==> src/rtl/seg_disp_sched.sv <==
// Round-robin time-share scheduler for the 4-digit 7-segment display.
// One requester owns the display for a fixed dwell, then a one-cycle gap separates owners.
module seg_disp_sched #(
    parameter int N_REQ       = 4,
    parameter int HOLD_CYCLES = 50_000_000,
    parameter int CW          = $clog2(HOLD_CYCLES + 1)
) (
    input  logic                 clk,
    input  logic                 clr,
    input  logic [N_REQ-1:0]     req,
    input  logic [16*N_REQ-1:0]  data,
    output logic [N_REQ-1:0]     gnt,
    output logic [2:0]           owner,
    output logic                 active,
    output logic [15:0]          x,
    output logic                 rel
);

    typedef enum logic [1:0] {IDLE, HOLD, GAP} state_t;

    state_t             state_q, state_d;
    logic [N_REQ-1:0]   gnt_q, gnt_d;
    logic [2:0]         owner_q, owner_d;
    logic [2:0]         last_q, last_d;
    logic               active_q, active_d;
    logic [15:0]        x_q, x_d;
    logic               rel_q, rel_d;
    logic [CW-1:0]      cnt_q, cnt_d;

    logic [7:0]         req_ext;
    logic [15:0]        data_arr [8];
    logic               win_found;
    logic [2:0]         win_idx;

    // Pad requests and data to 8 entries so a 3-bit index never selects out of range.
    assign req_ext = 8'(req);

    genvar gi;
    generate
        for (gi = 0; gi < 8; gi++) begin : g_data
            if (gi < N_REQ) begin : g_used
                assign data_arr[gi] = data[16*gi +: 16];
            end else begin : g_pad
                assign data_arr[gi] = 16'h0000;
            end
        end
    endgenerate

    // Scan downward in distance so the nearest set bit after last_q is assigned last and wins.
    always_comb begin
        win_found = 1'b0;
        win_idx   = 3'd0;
        for (int k = N_REQ; k >= 1; k--) begin
            if (req_ext[3'((int'(last_q) + k) % N_REQ)]) begin
                win_found = 1'b1;
                win_idx   = 3'((int'(last_q) + k) % N_REQ);
            end
        end
    end

    always_comb begin
        state_d  = state_q;
        gnt_d    = gnt_q;
        owner_d  = owner_q;
        last_d   = last_q;
        active_d = active_q;
        x_d      = x_q;
        rel_d    = 1'b0;
        cnt_d    = cnt_q;
        case (state_q)
            HOLD: begin
                if (cnt_q == '0 || !req_ext[owner_q]) begin
                    state_d  = GAP;
                    gnt_d    = '0;
                    active_d = 1'b0;
                    x_d      = 16'h0000;
                    rel_d    = 1'b1;
                end else begin
                    cnt_d = cnt_q - CW'(1);
                    x_d   = data_arr[owner_q];
                end
            end
            default: begin
                // IDLE and GAP both arbitrate; the display stays blank unless someone wins.
                gnt_d    = '0;
                active_d = 1'b0;
                x_d      = 16'h0000;
                state_d  = IDLE;
                if (win_found) begin
                    state_d  = HOLD;
                    gnt_d    = N_REQ'(1) << win_idx;
                    owner_d  = win_idx;
                    last_d   = win_idx;
                    active_d = 1'b1;
                    x_d      = data_arr[win_idx];
                    cnt_d    = CW'(HOLD_CYCLES - 1);
                end
            end
        endcase
    end

    always_ff @(posedge clk or posedge clr) begin
        if (clr) begin
            state_q  <= IDLE;
            gnt_q    <= '0;
            owner_q  <= 3'd0;
            last_q   <= 3'(N_REQ - 1);
            active_q <= 1'b0;
            x_q      <= 16'h0000;
            rel_q    <= 1'b0;
            cnt_q    <= '0;
        end else begin
            state_q  <= state_d;
            gnt_q    <= gnt_d;
            owner_q  <= owner_d;
            last_q   <= last_d;
            active_q <= active_d;
            x_q      <= x_d;
            rel_q    <= rel_d;
            cnt_q    <= cnt_d;
        end
    end

    assign gnt    = gnt_q;
    assign owner  = owner_q;
    assign active = active_q;
    assign x      = x_q;
    assign rel    = rel_q;

endmodule

==> config.mk <==
export PLATFORM = sky130hd
export DESIGN_NAME = seg_disp_sched
export DESIGN_NICKNAME = d
export VERILOG_FILES = /design/src/rtl/seg_disp_sched.sv
export SDC_FILE = /design/constraint.sdc
export NUM_CORES = 1
export LEC_CHECK = 0
export CAP_MARGIN = 10
export CORE_AREA = 3 3 99 101
export DETAILED_ROUTE_END_ITERATION = 10
export DIE_AREA = 0 0 102 104
export GPL_TIMING_DRIVEN = 0
export PLACE_DENSITY = 0.72
export SETUP_SLACK_MARGIN = 0.02
export SLEW_MARGIN = 20
export SYNTH_ARGS = -nofsm -noshare
export SYNTH_HDL_FRONTEND = slang
export SYNTH_SLANG_ARGS = --single-unit
==> constraint.sdc <==
create_clock -name clk -period 2.6 [get_ports clk]
set_input_delay 0.39 -clock clk [delete_from_list [all_inputs] [get_ports clk]]
set_output_delay 0.39 -clock clk [all_outputs]
set_load 0.03 [all_outputs]
== After elaboration in Yosys (flattened, before gate mapping) ==
Cells that the tools add are included.
W data, S select, Z words.

* Add/subtract/negate cells: 5
* Multipliers: 0
* Divide/modulo/power cells: 0
* Magnitude comparators: 7
* Equal/unequal tests: 3
* Shift operators: 1
* Muxes and demuxes: 45
* Bitwise gates (word level): 7
* Reduce and logical (&&, ||, !) cells: 10

{| class="wikitable"
|+ Operators with widths
! operator !! count
|-
| $mux W16 || 7
|-
| $bmux W16 S3 || 2
|-
| $mux W26 || 3
|-
| $logic_not A26 Y1 || 1
|-
| $sub A26 B1 Y26 const B || 1
|-
| $lt A3 B5 Y1 const B || 4
|-
| $mux W1 || 19
|-
| $bmux W1 S3 || 5
|-
| $mux W3 || 4
|-
| $mux W4 || 3
|-
| $ge A4 B4 Y1 const B || 2
|-
| $not A3 Y4 || 2
|-
| $reduce_or A2 Y1 || 4
|-
| $add A2 B1 Y2 const B || 2
|-
| $add A2 B2 Y2 const B || 2
|-
| $and A1 B1 Y1 const A || 4
|-
| $lt A3 B4 Y1 const B || 1
|-
| $mux W2 || 2
|-
| $ne A2 B2 Y1 const B || 2
|-
| $reduce_and A2 Y1 || 2
|-
| $shl A1 B3 Y4 const A || 1
|-
| $eq A2 B1 Y1 const B || 1
|-
| $reduce_bool A2 Y1 || 1
|-
| $logic_not A1 Y1 || 1
|-
| 2 further kinds || 2
|}

* Register bits after elaboration: 55
* Latch bits: 0
* Bits in writable memories: 0
* Memory bits (read-only): 0
* Word-level logic and storage cells: 86
* Memories: 0

== Depth between registers and ports, before layout ==
Gate-level depths: netlist (run 1).

* Depth after elaboration: 16
* Gate-level depth with buffers: 10
* Gate-level depth less buffers: 7

== Worst setup path before layout (run 1) ==
OpenSTA, ideal clock, no wires.

* Kind: register -> register
* From: register owner_q[0], in the netlist owner[0]
* To: register x_q[11], in the netlist x[11]
* Setup time: 0.124 ns
* Arrival time: 2.225 ns
* Data required time: 2.476 ns
* Path slack: 0.251 ns
* Stages on the path, launching flop included: 6
* Path buffers: 2
* Period minus slack after synthesis: 2.349 ns
* Path through: dfrtp_1 buf_4 buf_1 mux4_2 and2_1 a211o_1

* Cells in the longest elaborated chain, start to end: 6

{| class="wikitable"
|+ Ends and longest elaborated chain
! item !! RTL line !! RTL
|-
| from (decl) || 23 || <nowiki>logic [2:0] owner_q, owner_d;</nowiki>
|-
| from (signal assigned) || 115 || <nowiki>owner_q <= owner_d;</nowiki>
|-
| $not A3 Y4 (implied by the code) / $bmux W1 S3 (equally long branches) || 80, 72 ||
|-
| $bmux W16 S3 / $mux W1 (equally long branches) || 80, 72 ||
|-
| $mux W16 (implied by the code) / $logic_not A1 Y1 (equally long branches) || 80, 72 ||
|-
| $mux W16 (implied by the code) / $logic_or A1 B1 Y1 (equally long branches) || 80, 72 ||
|-
| $mux W16 * || 72 || <nowiki>if (cnt_q == '0 || !req_ext[owner_q]) begin</nowiki>
|-
| $mux W16 * || 70 || <nowiki>case (state_q)</nowiki>
|-
| net x_d[11] || 26 || <nowiki>logic [15:0] x_q, x_d;</nowiki>
|-
| to (signal assigned) || 109 || <nowiki>x_q <= 16'h0000;</nowiki>
|-
| to (signal assigned) || 118 || <nowiki>x_q <= x_d;</nowiki>
|-
| to (decl) || 26 ||
|}

Mark *: on every way through the listed nets, which the timed path passes. The rest lies on a longest branch. The select of a mux whose other input is x is not followed.
A chain may end at the register's enable or synchronous reset.

== Worst setup path in the final report (run 1) ==
* From: input port req[3]
* To: register x_q[10], in the netlist x[10]

* Cells in the longest elaborated chain, start to end: 13

{| class="wikitable"
|+ Ends and longest elaborated chain
! item !! RTL line !! RTL
|-
| from (decl) || 10 || <nowiki>input logic [N_REQ-1:0] req,</nowiki>
|-
| $bmux W1 S3 || 54 || <nowiki>if (req_ext[3'((int'(last_q) + k) % N_REQ)]) begin</nowiki>
|-
| $mux W1 (implied by the code) (2 in a row) || 54 ||
|-
| $mux W3 (4 in a row) || 54 ||
|-
| $not A3 Y4 (implied by the code) || 95 || <nowiki>x_d = data_arr[win_idx];</nowiki>
|-
| $bmux W16 S3 || 95 ||
|-
| $mux W16 (implied by the code) (2 in a row) || 95 ||
|-
| $mux W16 || 89 || <nowiki>if (win_found) begin</nowiki>
|-
| $mux W16 * || 70 ||
|-
| net x_d[10] || 26 ||
|}

Marks and branches as above.

==> impl_metrics.csv, run 1 <==
group,metric,value,unit
synth,synthesis.nets,427,
synth,syn_area_per_cell,10.0,sq um
global_route,grt_usage,19.7,%
synth,yosysUniqueCellTypes,55,
timing,layout_setup_ws,0.0983,ns
die,num_rows,35,
worst_setup_path,arrival,2.70,ns
synth,netlist_instances,356,
worst_setup_path,cp-start-kind,"input pin",
drt,num_vias,3437,
synth,synthMuxAreaShare,16.3,%
drt,ant_nets,0,
die,ios,95,
synth,synth_edf_count,0,
final_layout,area_growth,33.9,%
clocking,cts_inserted_buffers,5,
placed_design,dpl.cell_count,560,
drt,drcViolationCount,0,
clocking,root_buffer,"clkbuf_8",
hold_path,hold_class,"input pin to asynchronous set/reset pin",
final_layout,multi_input_area,0.00213,sq mm
drt,dr.pass1.iters,5,
die,die_area,0.0106,sq mm
die,dieWidth,102,microns
worst_setup_path,end_kind,"register",
worst_setup_path,r2r_end,"cnt_q[0]$_DFFE_PP0P_",
synth,seq_area_frac_synth,37.2,%
placed_design,place_ws,-0.308,ns
timing,slew_headroom,52.2,%
global_route,use_met2,32.0,%
global_route,busiest_layer,"met2",
pwr,vdd_drop_max,0.516,mV
final_layout,nFillCells,828,
die,core_area,0.00911,sq mm
drt,vias_per_cell,6.05,
final_layout,fin_nets,527,
status,status,"completed",
worst_setup_path,cp_max_fo,10,
synth,synth_top_area_cell,"dfrtp_1",
placed_design,io_buffer_count,93,
job,maxCapViolCount,0,
synth,ys_ff_latch,53,
worst_setup_path,worst-setup-path-type,"input pin to register",
timing,hold_viol,0,
placed_design,gp_congestion,0.879,
drt,drt_iter0_markers,230,
timing,setup_violations,0,
clocking,cts_sinks,53,
global_route,grt_pass1_wl,16800,microns
global_route,grt-ovfl-total,0,
synth,synth-simple-area-share,20.3,%
global_route,antenna_found_initial,0,
pwr,p_leak,0.00185,uW
clocking,h-tree-depth,2,
synth,synth_top_family_by_area,"simple AND/OR/NAND/NOR gates",
synth,synthFlopType,"dfrtp_1",
clocking,clk_path_buf_depth,2,
final_layout,final_util,52.5,%
synth,synth_area_leaders,"dfrtp_1, mux4_2, a211o_1",
timing,max_freq,400,MHz
timing,post-route-min-period,2.50,ns
global_route,grt_max_degree,54,
final_layout,antennaDiodeCount,0,
final_layout,final_cell_count_no_fill,568,
timing,setup_tns,0,ns
final_layout,ff_latch_area,0.00133,sq mm
timing,slew_violations,0,
pwr,power.density,919,mW/mm^2
global_route,grt_pass1_vias,3419,
timing,skew,0.00582,ns
synth,synth_top_area_share,35.7,%
clocking,clk_pin_slew,0.09,ns
global_route,met3_usage,5.30,%
worst_setup_path,required,2.80,ns
clocking,clock_latency,0.31,ns
global_route,gr-usage-met1,25.4,%
synth,ys_warn_count,0,
synth,synth_xor_area_share,1.96,%
final_layout,final_layout_size_suffix_gt1_share,15.1,%
synth,ys_async_sr_fraction,100,%
pwr,total_power,4400,uW
die,initial_core_util,39.2,%
synth,syn_area,0.00357,sq mm
worst_setup_path,worstReg2RegStart,"cnt_q[0]$_DFFE_PP0P_",
drt,routed_wl,10400,microns
timing,timing.final.crit_share,96.2,%
synth,synth-compound-area-share,19.7,%
clocking,cts_tree,"built",
worst_setup_path,worst-r2r-cell-count,10,
timing,worst_pin_slew,0.711,ns
drt,wl_per_cell,18.2,microns
synth,synth_adder_area_share,0.350,%
die,die_h,104,microns
placed_design,dpl.hpwl,7490,microns
timing,rsz0062_at_grt,"no",
worst_setup_path,rrSetupSlack,0.18,ns
[metal layers]
layer,part of all wire [%],vias up
li1,-,1585
met1,42,1671
met2,47,157
met3,8.7,24
met4,2.0,0
met5,0,-
[area by class of cell]
type,count,area share [%]
multi-input cells,270,44.4
plain buffers,28,2.88
clock buffers,7,2.01
clock inverters,1,0.105
repair buffers,93,19.5
flip-flops and latches,53,27.8
inverters,5,0.445
well taps,111,2.90
[state kept, by name, indices dropped and copies added, names as in the netlist]
signal   count
cnt_q       26
x           16
gnt          4
last_q       2
owner        2
state_q      2
rel          1
[worst max-delay path by stage]
| stage | start | endpoint | slack, ns | cells past startpoint |
|---|---|---|---|---|
| 2_1_floorplan | owner[0]$_DFFE_PP0P_ | x[11]$_DFF_PP0_ | 0.25 | 5 |
| 3_3_place_gp | req[3] | x[9]$_DFF_PP0_ | -0.26 | 8 |
| 3_5_place_dp | req[1] | x[13]$_DFF_PP0_ | -0.31 | 6 |
| 4_1_cts | req[3] | x[9]$_DFF_PP0_ | 0.02 | 8 |
| 5_1_grt | req[3] | x[13]$_DFF_PP0_ | 0.02 | 8 |
| 6_report | req[3] | x[10]$_DFF_PP0_ | 0.1 | 8 |
[what timing repair did]
| item | in CTS | in global routing |
|---|---|---|
| resized for setup | 2 | 9 |
| hold buffers | 0 | 0 |
| cloned | 0 | 0 |
| setup buffers | 0 | 0 |
| hold endpoints to repair | 0 | 0 |
| endpoints found under the setup margin | 2 | 29 |
[cells by family after synthesis]
kind of cell    after synthesis
compound gates              103
xor+xnor                      8
fa+ha+maj                     1
buf+inv                      33
flops                        53
mux                          35
other cells                   1
simple gates                122
[cells in the mapped netlist, drive strengths merged, types with 3 or more instances]
library cell / instances
or4: 3
and4: 4
nor3: 8
o21ai: 12
and2: 16
nand2: 17
o31ai: 18
mux4: 17
nor2b: 4
nand3: 8
nand2b: 4
xnor2: 8
a211o: 16
nor4: 10
and3: 4
clkbuf: 15
a21oi: 30
buf: 13
nor2: 14
mux2: 16
or3: 7
a211oi: 3
dfrtp: 51
inv: 5
a31oi: 4
a21o: 4
nand4: 19
[placed cells by master (no fill, tap or decap), types with 12 or more instances in the layout]
master,instances
clkdlybuf4s50_1,93
dfrtp_1,51
a21oi_1,28
nand4_1,19
o31ai_1,18
mux4_2,17
nand2_1,17
a211o_1,16
and2_0,15
clkbuf_1,13
nor2_1,13
mux2_2,12
[per-stage QoR]
step           instance area [sq um]  hold slack, ns
2_1_floorplan                   3570           0.463
3_3_place_gp                    4640           0.481
3_5_place_dp                    4650           0.490
4_1_cts                         4760           0.512
5_1_grt                         4780           0.546
6_report                        4780           0.510
[where the power goes]
part	internal, uW	leakage (uW)	switching, uW
Combinational	1180	0.00119	1550
Clock	242	0.0000542	284
Sequential	1050	0.000607	101
Total	2470	0.00185	1930
[critical path, stage by stage]
cell	delay [ns]
clkdlybuf4s50_1	0.51
nor2b_1	0.22
o21a_1	0.18
buf_2	0.17
nor3_4	0.25
clkbuf_4	0.29
mux2_2	0.36
a211o_1	0.30
Power figures use the tool's default switching activity.
==> inputs of run 2 (changes only) <==
--- a/config.mk
+++ b/config.mk
@@ -9,6 +9,7 @@
 export CORE_AREA = 3 3 99 101
 export DETAILED_ROUTE_END_ITERATION = 10
 export DIE_AREA = 0 0 102 104
+export GPL_ROUTABILITY_DRIVEN = 1
 export GPL_TIMING_DRIVEN = 0
 export PLACE_DENSITY = 0.72
 export SETUP_SLACK_MARGIN = 0.02
==> constraint.sdc (replaced) <==
create_clock -name clk -period 2.6 [get_ports clk]
set_input_delay 0.39 -clock clk [delete_from_list [all_inputs] [get_ports clk]]
set_output_delay 0.39 -clock clk [all_outputs]
set_load 0.1 [all_outputs]
==> run 2 against run 1 <==
Against the previous run:
- register-to-register slack got worse by 0.02 ns
- final cell count stayed put
- wire length decreased by 1.7%
- die area unchanged
- via count shrank 0.17%
- critical path depth did not move
- utilization fell by 0.082 points
- largest power group unchanged
- highest routed layer unchanged
==> impl_metrics.csv, run 2 (synthesized netlist as in run 1, its figures left out) <==
group,metric,value,unit
status,status,"completed",
pwr,p_sw,2820,uW
final_layout,fin_nets,527,
global_route,grt_pass1_vias,3383,
drt,dr.pass1.iters,5,
global_route,use_met2,30.6,%
timing,hold_ws,0.512,ns
clocking,clk_path_buf_depth,2,
timing,timing.final.crit_share,96.8,%
die,die_h,104,microns
global_route,gr-usage-met1,26.9,%
drt,routed_wl,10200,microns
drt,vias_per_cell,6.04,
worst_setup_path,worst-setup-path-type,"input pin to register",
worst_setup_path,end_kind,"register",
timing,setup_violations,0,
die,die_area,0.0106,sq mm
worst_setup_path,arrival,2.71,ns
pwr,p_leak,0.00185,uW
die,dieWidth,102,microns
pwr,vdd_drop_max,0.917,mV
timing,worst_pin_slew,1.02,ns
pwr,pwr-share-clk,9.6,%
timing,rsz0062_at_grt,"yes",
global_route,busiest_layer,"met2",
worst_setup_path,required,2.79,ns
final_layout,final_cell_mix,"clkdlybuf4s50_1, dfrtp_1, a21oi_1",
timing,layout_setup_ws,0.0826,ns
clocking,clk_pin_slew,0.10,ns
job,maxCapViolCount,0,
final_layout,antennaDiodeCount,0,
timing,skew,0.0156,ns
final_layout,regMostFlops,"cnt_q",
pwr,internal_power,2430,uW
timing,slew_violations,0,
drt,drt_iter0_markers,185,
timing,hold_viol,0,
final_layout,final_layout_size_suffix_gt1_share,15.1,%
placed_design,io_buffer_count,93,
drt,num_vias,3431,
die,num_rows,35,
clocking,clock_latency,0.31,ns
die,initial_core_util,39.2,%
placed_design,place_ws,-0.250,ns
clocking,root_buffer,"clkbuf_8",
drt,ant_nets,0,
global_route,antenna_found_initial,0,
global_route,grt_usage,19.5,%
global_route,grt-ovfl-total,0,
pwr,seqPwrFrac,22.0,%
timing,max_freq,397,MHz
placed_design,gp_congestion,0.861,
clocking,cts_inserted_buffers,5,
hold_path,hold_class,"register to register",
worst_setup_path,cp-start-kind,"input pin",
global_route,grt_max_degree,54,
drt,wl_per_cell,17.9,microns
clocking,cts_tree,"built",
timing,slew_headroom,31.9,%
drt,drcViolationCount,0,
global_route,met3_usage,4.29,%
global_route,grt_pass1_wl,16800,microns
clocking,cts_sinks,53,
pwr,power.density,1100,mW/mm^2
final_layout,largest_register_ffs,26,
final_layout,mostFrequentLayoutCell,"clkdlybuf4s50_1",
clocking,h-tree-depth,2,
worst_setup_path,cp_max_fo,10,
die,ios,95,
placed_design,dpl.hpwl,7360,microns
pwr,p_comb_share,68.4,%
timing,post-route-min-period,2.52,ns
pwr,power_switching_share,53.7,%
pwr,total_power,5260,uW
final_layout,nFillCells,869,
final_layout,area_growth,33.7,%
die,core_area,0.00911,sq mm
[run 2: cell types whose count changed in the layout (fill, tap and decap cells not counted), sizes merged]
cell	before	now
buf	8	11
clkbuf	27	23
clkinv	1	2
[run 2: stage by stage]
step                TNS, ns  util, %  instances  instance area [sq um]
finish                    0     52.4        568                   4780
CTS                       0     52.1        568                   4740
global route              0     52.4        568                   4780
detailed placement    -4.20     51.0        560                   4650
floorplan                 0        -        356                   3570
global placement     -13.34     51.0        560                   4640
[run 2: area by class of cell]
type	count	area [sq um]	share of cell area, %
clock inverter	2	13.8	0.288
timing repair buffer	93	931	19.5
tap	111	139	2.91
clock buffer	6	82.6	1.73
multi-input combinational	270	2130	44.5
buffer	28	134	2.80
sequential	53	1330	27.8
inverter	5	21.3	0.445
[run 2: power groups by stage]
stage          logic (uW)  clock network, uW  registers, uW
3_5_place_dp         3550                  0           1160
6_report             3600                506           1150
2_1_floorplan        1430                  0           2380
3_3_place_gp         3520                  0           1160
5_1_grt              3790                550           1170
4_1_cts              3560                517           1150
[run 2: timing repair]
action	CTS	global route
hold buffers	0	0
endpoints found under the setup margin	0	33
gates resized for setup	0	9
setup buffers	0	0
[run 2: routing by layer]
layer	vias to the layer above	share of wire, %
met4	0	1.5
met3	14	8.0
met2	164	48
li1	1586	-
met5	-	0
met1	1667	43
[run 2: worst paths after layout]
path                                       from  slack, ns              endpoint  cells after the start
setup / recovery                         req[3]       0.08       x[12]$_DFF_PP0_                      8
hold / removal               gnt[1]$_DFFE_PP0P_       0.51    gnt[1]$_DFFE_PP0P_                      2
setup reg to reg           cnt_q[0]$_DFFE_PP0P_       0.16  cnt_q[0]$_DFFE_PP0P_                     10
hold reg to reg              gnt[1]$_DFFE_PP0P_       0.51    gnt[1]$_DFFE_PP0P_                      2
max in group asynchronous                   clr       1.60  owner[0]$_DFFE_PP0P_                      2
min in group asynchronous                   clr       0.52        x[9]$_DFF_PP0_                      2
[run 2: worst max-delay path, cell delays in order]
cell and delay [ns]:
clkdlybuf4s50_1 0.51, nor2b_1 0.22, o21a_1 0.19, buf_2 0.18
nor3_4 0.26, clkbuf_4 0.27, mux2_1 0.34, a211o_1 0.34
